==> src/rtl/onehot_decode_accum.sv <==
// MSB-first index-to-one-hot decoder with optional burst OR-accumulation and popcount.
// Latency: a closing beat accepted at edge N drives out_* right after edge N.
// Backpressure: in_ready = !reset && (!out_valid || out_ready); output held while stalled.
module onehot_decode_accum #(
    parameter int IN_W  = 3,
    parameter int OUT_W = 2**IN_W,
    parameter int CNT_W = $clog2(OUT_W + 1)
) (
    input  logic             clk,
    input  logic             reset,
    input  logic             in_valid,
    output logic             in_ready,
    input  logic [IN_W-1:0]  in_idx,
    input  logic             in_en,
    input  logic             in_last,
    input  logic             mode,
    output logic             out_valid,
    input  logic             out_ready,
    output logic [OUT_W-1:0] out_onehot,
    output logic [CNT_W-1:0] out_count
);

    if (IN_W < 1 || IN_W > 8) begin : g_bad_in_w
        $error("onehot_decode_accum: IN_W must be in 1..8");
    end
    if (OUT_W != 2**IN_W) begin : g_bad_out_w
        $error("onehot_decode_accum: OUT_W is derived and must not be overridden");
    end

    localparam logic [OUT_W-1:0] TOP_BIT = {1'b1, {(OUT_W-1){1'b0}}};

    function automatic logic [CNT_W-1:0] popcnt(input logic [OUT_W-1:0] v);
        logic [CNT_W-1:0] c;
        c = '0;
        for (int i = 0; i < OUT_W; i++) begin
            c = c + CNT_W'(v[i]);
        end
        return c;
    endfunction

    logic             out_valid_q, out_valid_d;
    logic [OUT_W-1:0] out_onehot_q, out_onehot_d;
    logic [CNT_W-1:0] out_count_q, out_count_d;
    logic [OUT_W-1:0] acc_q, acc_d;

    logic             accept;
    logic             closing;
    logic [OUT_W-1:0] hot;
    logic [OUT_W-1:0] merged;

    assign in_ready = !reset && (!out_valid_q || out_ready);
    assign accept   = in_valid && in_ready;
    // A single-mode beat always closes, which also flushes any burst left pending.
    assign closing  = !mode || in_last;
    assign hot      = in_en ? (TOP_BIT >> in_idx) : '0;
    assign merged   = acc_q | hot;

    always_comb begin
        out_valid_d  = out_valid_q;
        out_onehot_d = out_onehot_q;
        out_count_d  = out_count_q;
        acc_d        = acc_q;
        if (accept && closing) begin
            out_valid_d  = 1'b1;
            out_onehot_d = merged;
            out_count_d  = popcnt(merged);
            acc_d        = '0;
        end else begin
            if (accept) begin
                acc_d = merged;
            end
            if (out_ready) begin
                out_valid_d = 1'b0;
            end
        end
    end

    always_ff @(posedge clk or posedge reset) begin
        if (reset) begin
            out_valid_q  <= 1'b0;
            out_onehot_q <= '0;
            out_count_q  <= '0;
            acc_q        <= '0;
        end else begin
            out_valid_q  <= out_valid_d;
            out_onehot_q <= out_onehot_d;
            out_count_q  <= out_count_d;
            acc_q        <= acc_d;
        end
    end

    assign out_valid  = out_valid_q;
    assign out_onehot = out_onehot_q;
    assign out_count  = out_count_q;

endmodule

==> config.mk <==
export PLATFORM = sky130hd
export DESIGN_NAME = onehot_decode_accum
export DESIGN_NICKNAME = d
export VERILOG_FILES = /design/src/rtl/onehot_decode_accum.sv
export SDC_FILE = /design/constraint.sdc
export NUM_CORES = 1
export LEC_CHECK = 0
export CAP_MARGIN = 40
export CORE_MARGIN = 10
export CORE_UTILIZATION = 44
export DETAILED_ROUTE_END_ITERATION = 6
export PLACE_DENSITY = 0.74
export SYNTH_ARGS = -nofsm -noshare
export SYNTH_HDL_FRONTEND = slang
export SYNTH_SLANG_ARGS = --single-unit
==> constraint.sdc <==
create_clock -name clk -period 3.23 [get_ports clk]
set_input_delay 0.646 -clock clk [delete_from_list [all_inputs] [get_ports clk]]
set_output_delay 0.646 -clock clk [all_outputs]
set_load 0.005 [all_outputs]
==> results of run 1 <==
[sequential cells by signal, summed over array words and instances, names as in the netlist]
| name | count |
|---|---|
| acc_q | 8 |
| out_count | 4 |
| out_valid | 1 |
| out_onehot | 8 |
[area by class of cell]
cell class,count,area (um^2)
sequential,21,526
inverter,9,33.8
tap,30,37.5
multi-input combinational,63,598
clock inverter,1,5.00
timing repair buffer,43,387
clock buffer,3,22.5
fill,195,823
[metal layers]
layer  vias up  wire (um)
li1        431          -
met1       466       1110
met2        19       1400
met3         2        147
met4         0         17
met5         -          0
[report_power, final]
group          switching (mW)  total [mW]  internal, mW
combinational          0.0838       0.208         0.124
clock                  0.0831       0.129        0.0461
sequential             0.0190       0.312         0.293
total                   0.186       0.649         0.463
[per-stage QoR]
stage	total power, mW	setup TNS [ns]
finish	0.649	-0.0819
global route	0.687	-0.203
CTS	0.643	-0.138
detailed placement	0.508	-3.22
global placement	0.505	-3.22
floorplan	0.402	-0.366
[kinds of logic after synthesis]
family	share of synthesized area (%)
AOI/OAI and AO/OA	15.7
DFF	47.4
and+or+nand+nor	12.4
buffers and inverters	5.41
adders and majority gates	10.6
muxes	7.78
xor gates and xnor gates	0.789
[cell usage in the layout, fill, tap and decap left out, drive strengths merged, types with 3 or more instances in the layout]
cell type,instances
buf,23
dfrtp,21
clkdlybuf4s50,19
a21oi,14
a31oi,10
inv,9
nor3,6
mux2,6
nor2b,6
clkbuf,4
nor2,4
fa,4
a41oi,3
ha,3
[worst min path at each step]
stage	end	slack, ns	start	cells past startpoint
after floorplan	acc_q[5]	0.47	acc_q[5]	2
after global placement	acc_q[6]	0.49	acc_q[6]	2
after detailed placement	out_count[2]	0.50	out_count[2]	1
after CTS	out_count[2]	0.53	out_count[2]	1
after global routing	out_count[0]	0.55	out_count[0]	1
final	out_count[2]	0.52	out_count[2]	1
[critical path, stage by stage]
cell and delay [ns]:
clkbuf_4 0.16, a41oi_2 0.14, fa_1 0.57, inv_2 0.04, fa_1 0.51, inv_2 0.04, fa_2 0.43, inv_2 0.08
ha_4 0.14, inv_2 0.03, fa_2 0.32, xnor2_1 0.14, mux2_4 0.26
[what timing repair did]
action,in CTS,in global routing
pin swaps,3,3
buffers inserted,3,2
setup endpoints to repair,4,3
gates resized for setup,22,13
==> results.json, run 1 <==
{
  "outcome": "complete, but fails checks",
  "violations": "setup timing",
  "async_reset_ff_share_pct": 100,
  "grt_max_degree": 22,
  "dp_slack_ns": -0.993,
  "use_met1_pct": 12.4,
  "cts_tree": "done",
  "setup_viol": 1,
  "grt_pass1_vias": 979,
  "tightestPinTransition_ns": 0.784,
  "power_density_nw_per_um2": 403,
  "netlist_instances": 97,
  "finalCriticalPeriod_ns": 3.31,
  "firstDrtPassIters": 4,
  "min_period_over_period_pct": 103,
  "endpoint": "out_count[2]",
  "cp-start-kind": "primary input",
  "synth_cell_types": 21,
  "synth-edff-count": 0,
  "finalHoldViolCount": 0,
  "ys.flop_type": "dfrtp_1",
  "cts-root-buf": "clkbuf_4",
  "initial_utilization_pct": 45.6,
  "fin_ws_ns": -0.0819,
  "clock_latency_ns": 0.30,
  "area_growth_pct": 45.0,
  "ys_ff_latch": 21,
  "core_um2": 2430,
  "hp-class": "flip-flop to flip-flop",
  "cts_buffers": 3,
  "synthTopCellsByArea": "dfrtp_1 (47%), fa_1 (7.2%), mux2_4 (6.8%)",
  "grt_util_met3_pct": 2.97,
  "synth_top_area_share_pct": 47.4,
  "ios": 24,
  "vdd_drop_max_mv": 0.310,
  "avgRoutedWirePerCell_um": 15.7,
  "use_met2_pct": 19.3,
  "syn_area_per_cell_um2": 11.4,
  "synth_common_cells": "dfrtp_1 (21), a21oi_1 (14), a31oi_1 (10)",
  "hold_buffers": 0,
  "drive_gt1_share_pct": 37.9,
  "fin_cells": 170,
  "final_area_um2": 1610,
  "max_freq_ghz": 0.302,
  "cp_max_fo": 4,
  "grt-ovfl-total": 0,
  "drt-vias-per-instance": 5.40,
  "critical_path.startpoint": "in_idx[2]",
  "grt_first_pass_wirelength_um": 4630,
  "yosys.cell_count.top_type": "dfrtp_1",
  "r2r-start": "acc_q[0]",
  "syn-cell-area_um2": 1110,
  "busiest_layer": "met2",
  "grt_util_all_layers_pct": 10.9,
  "fin_skew_ns": 0.00314,
  "antenna_found_initial": 0,
  "reg2reg_depth": 12,
  "drc": 0,
  "rr_endpoint": "out_count[2]",
  "cap_violations": 0,
  "dpl_cell_area_um2": 1500,
  "num_antenna_cells": 0,
  "cts_buffer_depth": 2,
  "core.rowCount": 18,
  "syn_nets": 114,
  "post-route-util_pct": 66.2,
  "drv_slew": 0,
  "drt_iter0_markers": 41,
  "relSlewSlack_pct": 47.7,
  "antenna_left": 0,
  "die_h_um": 70.2,
  "die_w_um": 70.2,
  "rsz0062_at_grt": "yes",
  "gp_congestion": 0.878,
  "dp_cells": 161,
  "reg2reg_slack_ns": 0.10,
  "endpoint_kind": "flip-flop",
  "cts.sinks": 21,
  "path_clk_slew_ns": 0.12,
  "cts_htree_levels": 1,
  "whs_ns": 0.524,
  "place_hpwl_um": 1920,
  "cp_data_required_time_ns": 3.43,
  "layout.nets": 158,
  "io_buffers": 23,
  "ys_seq_area_share_pct": 47.4,
  "vias": 918,
  "critical_path_class": "primary input to flip-flop",
  "synth_top_area_cell": "dfrtp_1",
  "arrival_ns": 3.52,
  "leakagePower_nw": 0.746,
  "wl_um": 2680,
  "ys_warn_count": 0,
  "die_area_um2": 4930
}
Power figures use the tool's default switching activity.
==> inputs of run 2 (changes only) <==
--- a/config.mk
+++ b/config.mk
@@ -8,7 +8,9 @@
 export CAP_MARGIN = 40
 export CORE_MARGIN = 10
 export CORE_UTILIZATION = 44
+export CTS_CLUSTER_DIAMETER = 30
 export DETAILED_ROUTE_END_ITERATION = 6
+export GPL_ROUTABILITY_DRIVEN = 0
 export PLACE_DENSITY = 0.74
 export SYNTH_ARGS = -nofsm -noshare
 export SYNTH_HDL_FRONTEND = slang
==> results of run 2 <==
The final DEF is identical to that of run 1; final timing and power are the same.
==> inputs of run 3 (changes only) <==
--- a/config.mk
+++ b/config.mk
@@ -12,6 +12,7 @@
 export DETAILED_ROUTE_END_ITERATION = 6
 export GPL_ROUTABILITY_DRIVEN = 0
 export PLACE_DENSITY = 0.74
+export SKIP_LAST_GASP = 1
 export SYNTH_ARGS = -nofsm -noshare
 export SYNTH_HDL_FRONTEND = slang
 export SYNTH_SLANG_ARGS = --single-unit
==> results.json, run 3 (same netlist as run 1, synthesis figures left out) <==
{
  "finalCriticalPeriod_ns": 3.33,
  "cts_tree": "done",
  "avgRoutedWirePerCell_um": 15.6,
  "hold_buffers": 0,
  "die_area_um2": 4930,
  "arrival_ns": 3.53,
  "vias": 922,
  "cts_htree_levels": 1,
  "violations": "setup timing",
  "p_sw_mw": 0.182,
  "cap_violations": 0,
  "wl_um": 2640,
  "finalHoldViolCount": 0,
  "vdd_drop_max_mv": 0.310,
  "final.fill_count": 195,
  "rsz0062_at_grt": "yes",
  "power_frac_seq_pct": 48.5,
  "grt_pass1_vias": 979,
  "leakagePower_nw": 0.746,
  "cellInternalPower_mw": 0.460,
  "path_clk_slew_ns": 0.12,
  "grt_max_degree": 22,
  "relSlewSlack_pct": 47.6,
  "cts-root-buf": "clkbuf_4",
  "firstDrtPassIters": 4,
  "cp_data_required_time_ns": 3.43,
  "hp-class": "flip-flop to flip-flop",
  "cts.sinks": 21,
  "drt_iter0_markers": 43,
  "clockPowerShare_pct": 20.1,
  "ios": 24,
  "setup_viol": 1,
  "initial_utilization_pct": 45.6,
  "drv_slew": 0,
  "fin_ws_ns": -0.0991,
  "layout.nets": 158,
  "grt_util_all_layers_pct": 10.9,
  "core.rowCount": 18,
  "io_buffers": 23,
  "critical_path_class": "primary input to flip-flop",
  "outcome": "complete, but fails checks",
  "grt_util_met3_pct": 2.97,
  "tightestPinTransition_ns": 0.785,
  "swShare_pct": 28.3,
  "area_growth_pct": 44.1,
  "antenna_left": 0,
  "place_hpwl_um": 1920,
  "fin_skew_ns": 0.00121,
  "drive_gt1_share_pct": 37.1,
  "die_w_um": 70.2,
  "drc": 0,
  "drt-vias-per-instance": 5.42,
  "busiest_layer": "met2",
  "antenna_found_initial": 0,
  "core_um2": 2430,
  "whs_ns": 0.524,
  "tns_ns": -0.0991,
  "cts_buffer_depth": 2,
  "use_met2_pct": 19.3,
  "power_density_nw_per_um2": 402,
  "grt_first_pass_wirelength_um": 4630,
  "power_mw": 0.642,
  "layout_common_cells": "dfrtp_1 (21), buf_4 (21), clkdlybuf4s50_1 (19)",
  "min_period_over_period_pct": 103,
  "clock_latency_ns": 0.30,
  "dp_cells": 161,
  "fin_cells": 170,
  "die_h_um": 70.2,
  "cp-start-kind": "primary input",
  "max_freq_ghz": 0.300,
  "grt-ovfl-total": 0,
  "cts_buffers": 3,
  "combPwrFrac_pct": 31.4,
  "endpoint_kind": "flip-flop",
  "use_met1_pct": 12.4,
  "num_antenna_cells": 0,
  "cp_max_fo": 4
}
## run 3: cell counts in the layout (fill, tap and decap cells not counted)
No cell type changed its count.
## run 3: cell type report
cell class | count | area [um^2] | share of cell area (%)
Timing Repair Buffer | 43 | 387 | 24.2
Inverter | 9 | 33.8 | 2.11
Tap cell | 30 | 37.5 | 2.35
Multi-Input combinational cell | 63 | 588 | 36.8
Clock inverter | 1 | 5.00 | 0.313
Sequential cell | 21 | 526 | 32.9
Clock buffer | 3 | 22.5 | 1.41
## run 3: worst max-delay path, stage by stage
cell and delay (ns):
clkbuf_4 0.16, a41oi_2 0.14, fa_1 0.57, inv_2 0.04, fa_1 0.51, inv_2 0.04
fa_2 0.42, inv_1 0.07, ha_2 0.18, inv_2 0.04, fa_2 0.33, xnor2_1 0.14
mux2_4 0.26
## run 3: power groups by stage
| stage | logic [mW] | clock network, mW | registers [mW] |
|---|---|---|---|
| CTS | 0.198 | 0.134 | 0.311 |
| detailed placement | 0.192 | 0 | 0.316 |
| floorplan | 0.0863 | 0 | 0.316 |
| global placement | 0.191 | 0 | 0.314 |
| finish | 0.202 | 0.129 | 0.311 |
| global route | 0.222 | 0.145 | 0.314 |
## run 3: final timing paths
kind | from | to | slack (ns) | depth (start not counted)
max | in_idx[2] | out_count[2] | -0.1 | 13
min | out_count[2] | out_count[2] | 0.52 | 1
max reg2reg | acc_q[0] | out_count[2] | 0.08 | 12
min reg2reg | out_count[2] | out_count[2] | 0.52 | 1
max in group asynchronous | reset | out_onehot[0] | 1.86 | 2
min in group asynchronous | reset | acc_q[1] | 0.89 | 2
## run 3: through the flow
stage                     utilization (%)  cell area, um^2  setup slack [ns]
after floorplan                         -             1150            -0.235
after global placement               61.7             1500            -0.979
after detailed placement             61.7             1500            -0.993
after CTS                            63.8             1550            -0.124
after global routing                 65.7             1600            -0.181
final                                65.7             1600           -0.0991
## run 3: timing repair
| item | 4_1_cts | 5_1_grt |
|---|---|---|
| buffers inserted | 3 | 2 |
| resized for setup | 22 | 11 |
| hold endpoints to repair | 0 | 0 |
| setup endpoints to repair | 4 | 3 |
| pin swaps | 3 | 3 |
## run 3: metal layers
metal | vias to the layer above | share of wire (%)
met5 | - | 0
met4 | 0 | 0.64
met3 | 2 | 5.6
met2 | 19 | 52
met1 | 471 | 42
li1 | 430 | -
==> variant, RTL diff (flow settings as in run 1) <==
Set the parameter `IN_W` to 2 (it was 3).
--- a/src/rtl/onehot_decode_accum.sv
+++ b/src/rtl/onehot_decode_accum.sv
@@ -2,7 +2,7 @@
 // Latency: a closing beat accepted at edge N drives out_* right after edge N.
 // Backpressure: in_ready = !reset && (!out_valid || out_ready); output held while stalled.
 module onehot_decode_accum #(
-    parameter int IN_W  = 3,
+    parameter int IN_W  = 2,
     parameter int OUT_W = 2**IN_W,
     parameter int CNT_W = $clog2(OUT_W + 1)
 ) (
Interface: changed (resized in_idx, out_count and out_onehot); port bits go from 24 to 18. No check against the original RTL was run, so the function may have changed too.
==> variant against run 1 <==
Sequential share of layout area grew 3.6 points. Synthesized cell count shrank 52%. Critical path depth decreased by 6. Worst setup slack improved by 0.77 ns. Cell area shrank 49%. Wire length is 55% lower. Total power decreased by 36%. First-iteration DRC count fell by 93%. Sequential cell count down 9. Count of clock-buffer cells in the layout grew 1. Area after synthesis down 45%. Register-to-register slack gained 1.1 ns. Critical path type unchanged.
==> variant: results (changes against run 1) <==
| Metric | Value |
|---|---|
| Outcome | `finished clean` |
| Avg Cell Area, Syn | `13.07 um2 (+14%)` |
| Clock Skew | `0.003545 ns (+0.0004100 ns)` |
| Layout cells sized above 1 | `20.90% (-17 points)` |
| Min-delay src | `acc_q[2]` |
| Worst Path Max Fanout | `5 (+1)` |
| Largest net degree at the start of global routing | `13 (-41%)` |
| Post-synthesis compound-gate area fraction | `7.536% (-8.1 points)` |
| Routability congestion estimate | `0.7188 (-18%)` |
| Sequential power share | `45.0% (-3.0 points)` |
| PortBufs | `17 (-26%)` |
| Detailed Route WL | `1199 um (-55%)` |
| Top post-synthesis cells by area | `dfrtp_1 49%, mux2_4 12%, ha_1 4.1%` |
| Worst-path clk slew | `0.07 ns (-0.05 ns)` |
| FF-to-FF path depth | `6 (-6)` |
| Wirelength per Cell | `14.62 um (-7.1%)` |
| Post-CTS Repair Setup Buffers | `0 (-3)` |
| Antenna violations before repair | `0 (unchanged)` |
| LEAKAGE | `0.4117 nW (-45%)` |
| Critical-path top delay cell | `clkdlybuf4s50_1` |
| ANT cells | `0 (unchanged)` |
| Switch share | `23.27% (-5.4 points)` |
| Number of global-route vias before repair | `454 (-54%)` |
| Highest clock rate | `394.0 MHz (+30%)` |
| Max clock buf depth | `2 (unchanged)` |
| M1 GR Usage | `8.344% (-4.0 points)` |
| Placed cell area | `792.0 um2 (-47%)` |
| # nets final | `80 (-49%)` |
| All-Layer GR Usage | `8.025% (-2.9 points)` |
| Routed length on met2 | `576 um (-59%)` |
| XOR/XNOR Fraction of Synth Area | `0% (-0.79 points)` |
| Adder-cell share of the synthesized area | `7.332% (-3.3 points)` |
| Hold slack final | `0.5029 ns (-0.02111 ns)` |
| Initial drt markers | `3 (-93%)` |
| First-pass GRT wire length | `2118 um (-54%)` |
| Cts hold-fix bufs | `0 (unchanged)` |
| Worst-Margin Slew | `0.4550 ns (-0.3291 ns)` |
| Sequential fraction of the synthesis area | `48.88% (+1.5 points)` |
| R2R setup slack | `1.22 ns (+1.12 ns)` |
| M3 GR Usage | `5.531% (+2.6 points)` |
| Top post-synthesis cells by count | `12 x dfrtp_1, 5 x mux2_4, 3 x inv_1, 3 x nor2_1` |
| RR Endpoint | `out_count[1]` |
| M1 wire length | `503 um (-55%)` |
| Place WS | `0.3917 ns (+1.385 ns)` |
| Syn_nets | `59 (-48%)` |
| DR WL met3 | `112 um (-24%)` |
| Hold Path Cell Cnt | `2 (+1)` |
| Post-synthesis mux area share | `15.89% (+8.1 points)` |
| Post-cts resize count | `0 (-100%)` |
| Placed cell count | `78 (-52%)` |
| Vias post-DR | `425 (-54%)` |
| Comb pwr share | `27.5% (-4.5 points)` |
| Met2 usage | `12.88% (-6.4 points)` |
| Insertion delay to the later sink of the worst-skew pair | `0.27 ns (-0.03 ns)` |
| Crit path DAT | `2.69 ns (-0.83 ns)` |
| Max IR drop VDD | `0.3105 mV (+0.28%)` |
| HPWL Detailed | `990.3 um (-48%)` |
| Hold EP | `acc_q[2]` |
| Combinational power | `0.114 mW (-45%)` |
| Largest stage delay, worst path | `0.48 ns (-0.09 ns)` |
-- variant: cell types whose count changed after synthesis, moves of 3 or more --
cell / run 1 / this run
nor3_1: 6 / 1
dfrtp_1: 21 / 12
inv_1: 9 / 3
fa_1: 4 / 1
buf_2: 3 / 0
a21oi_1: 14 / 2
a31oi_1: 10 / 2
-- variant: worst max path at each step --
stage	start	to	slack, ns
4_1_cts	in_en	out_count[1]	0.69
5_1_grt	in_idx[1]	out_count[1]	0.58
3_3_place_gp	in_idx[1]	out_count[1]	0.44
6_report	in_idx[1]	out_count[1]	0.69
3_5_place_dp	in_idx[1]	out_count[1]	0.39
2_1_floorplan	in_en	out_count[1]	1.0
-- variant: layout make-up --
class / instances / area (um2)
timing repair buffer: 17 / 170.2
sequential: 12 / 300.3
inverter: 3 / 11.26
tap: 15 / 18.77
fill: 122 / 473.0
clock buffer: 4 / 36.28
multi-input combinational: 31 / 291.5
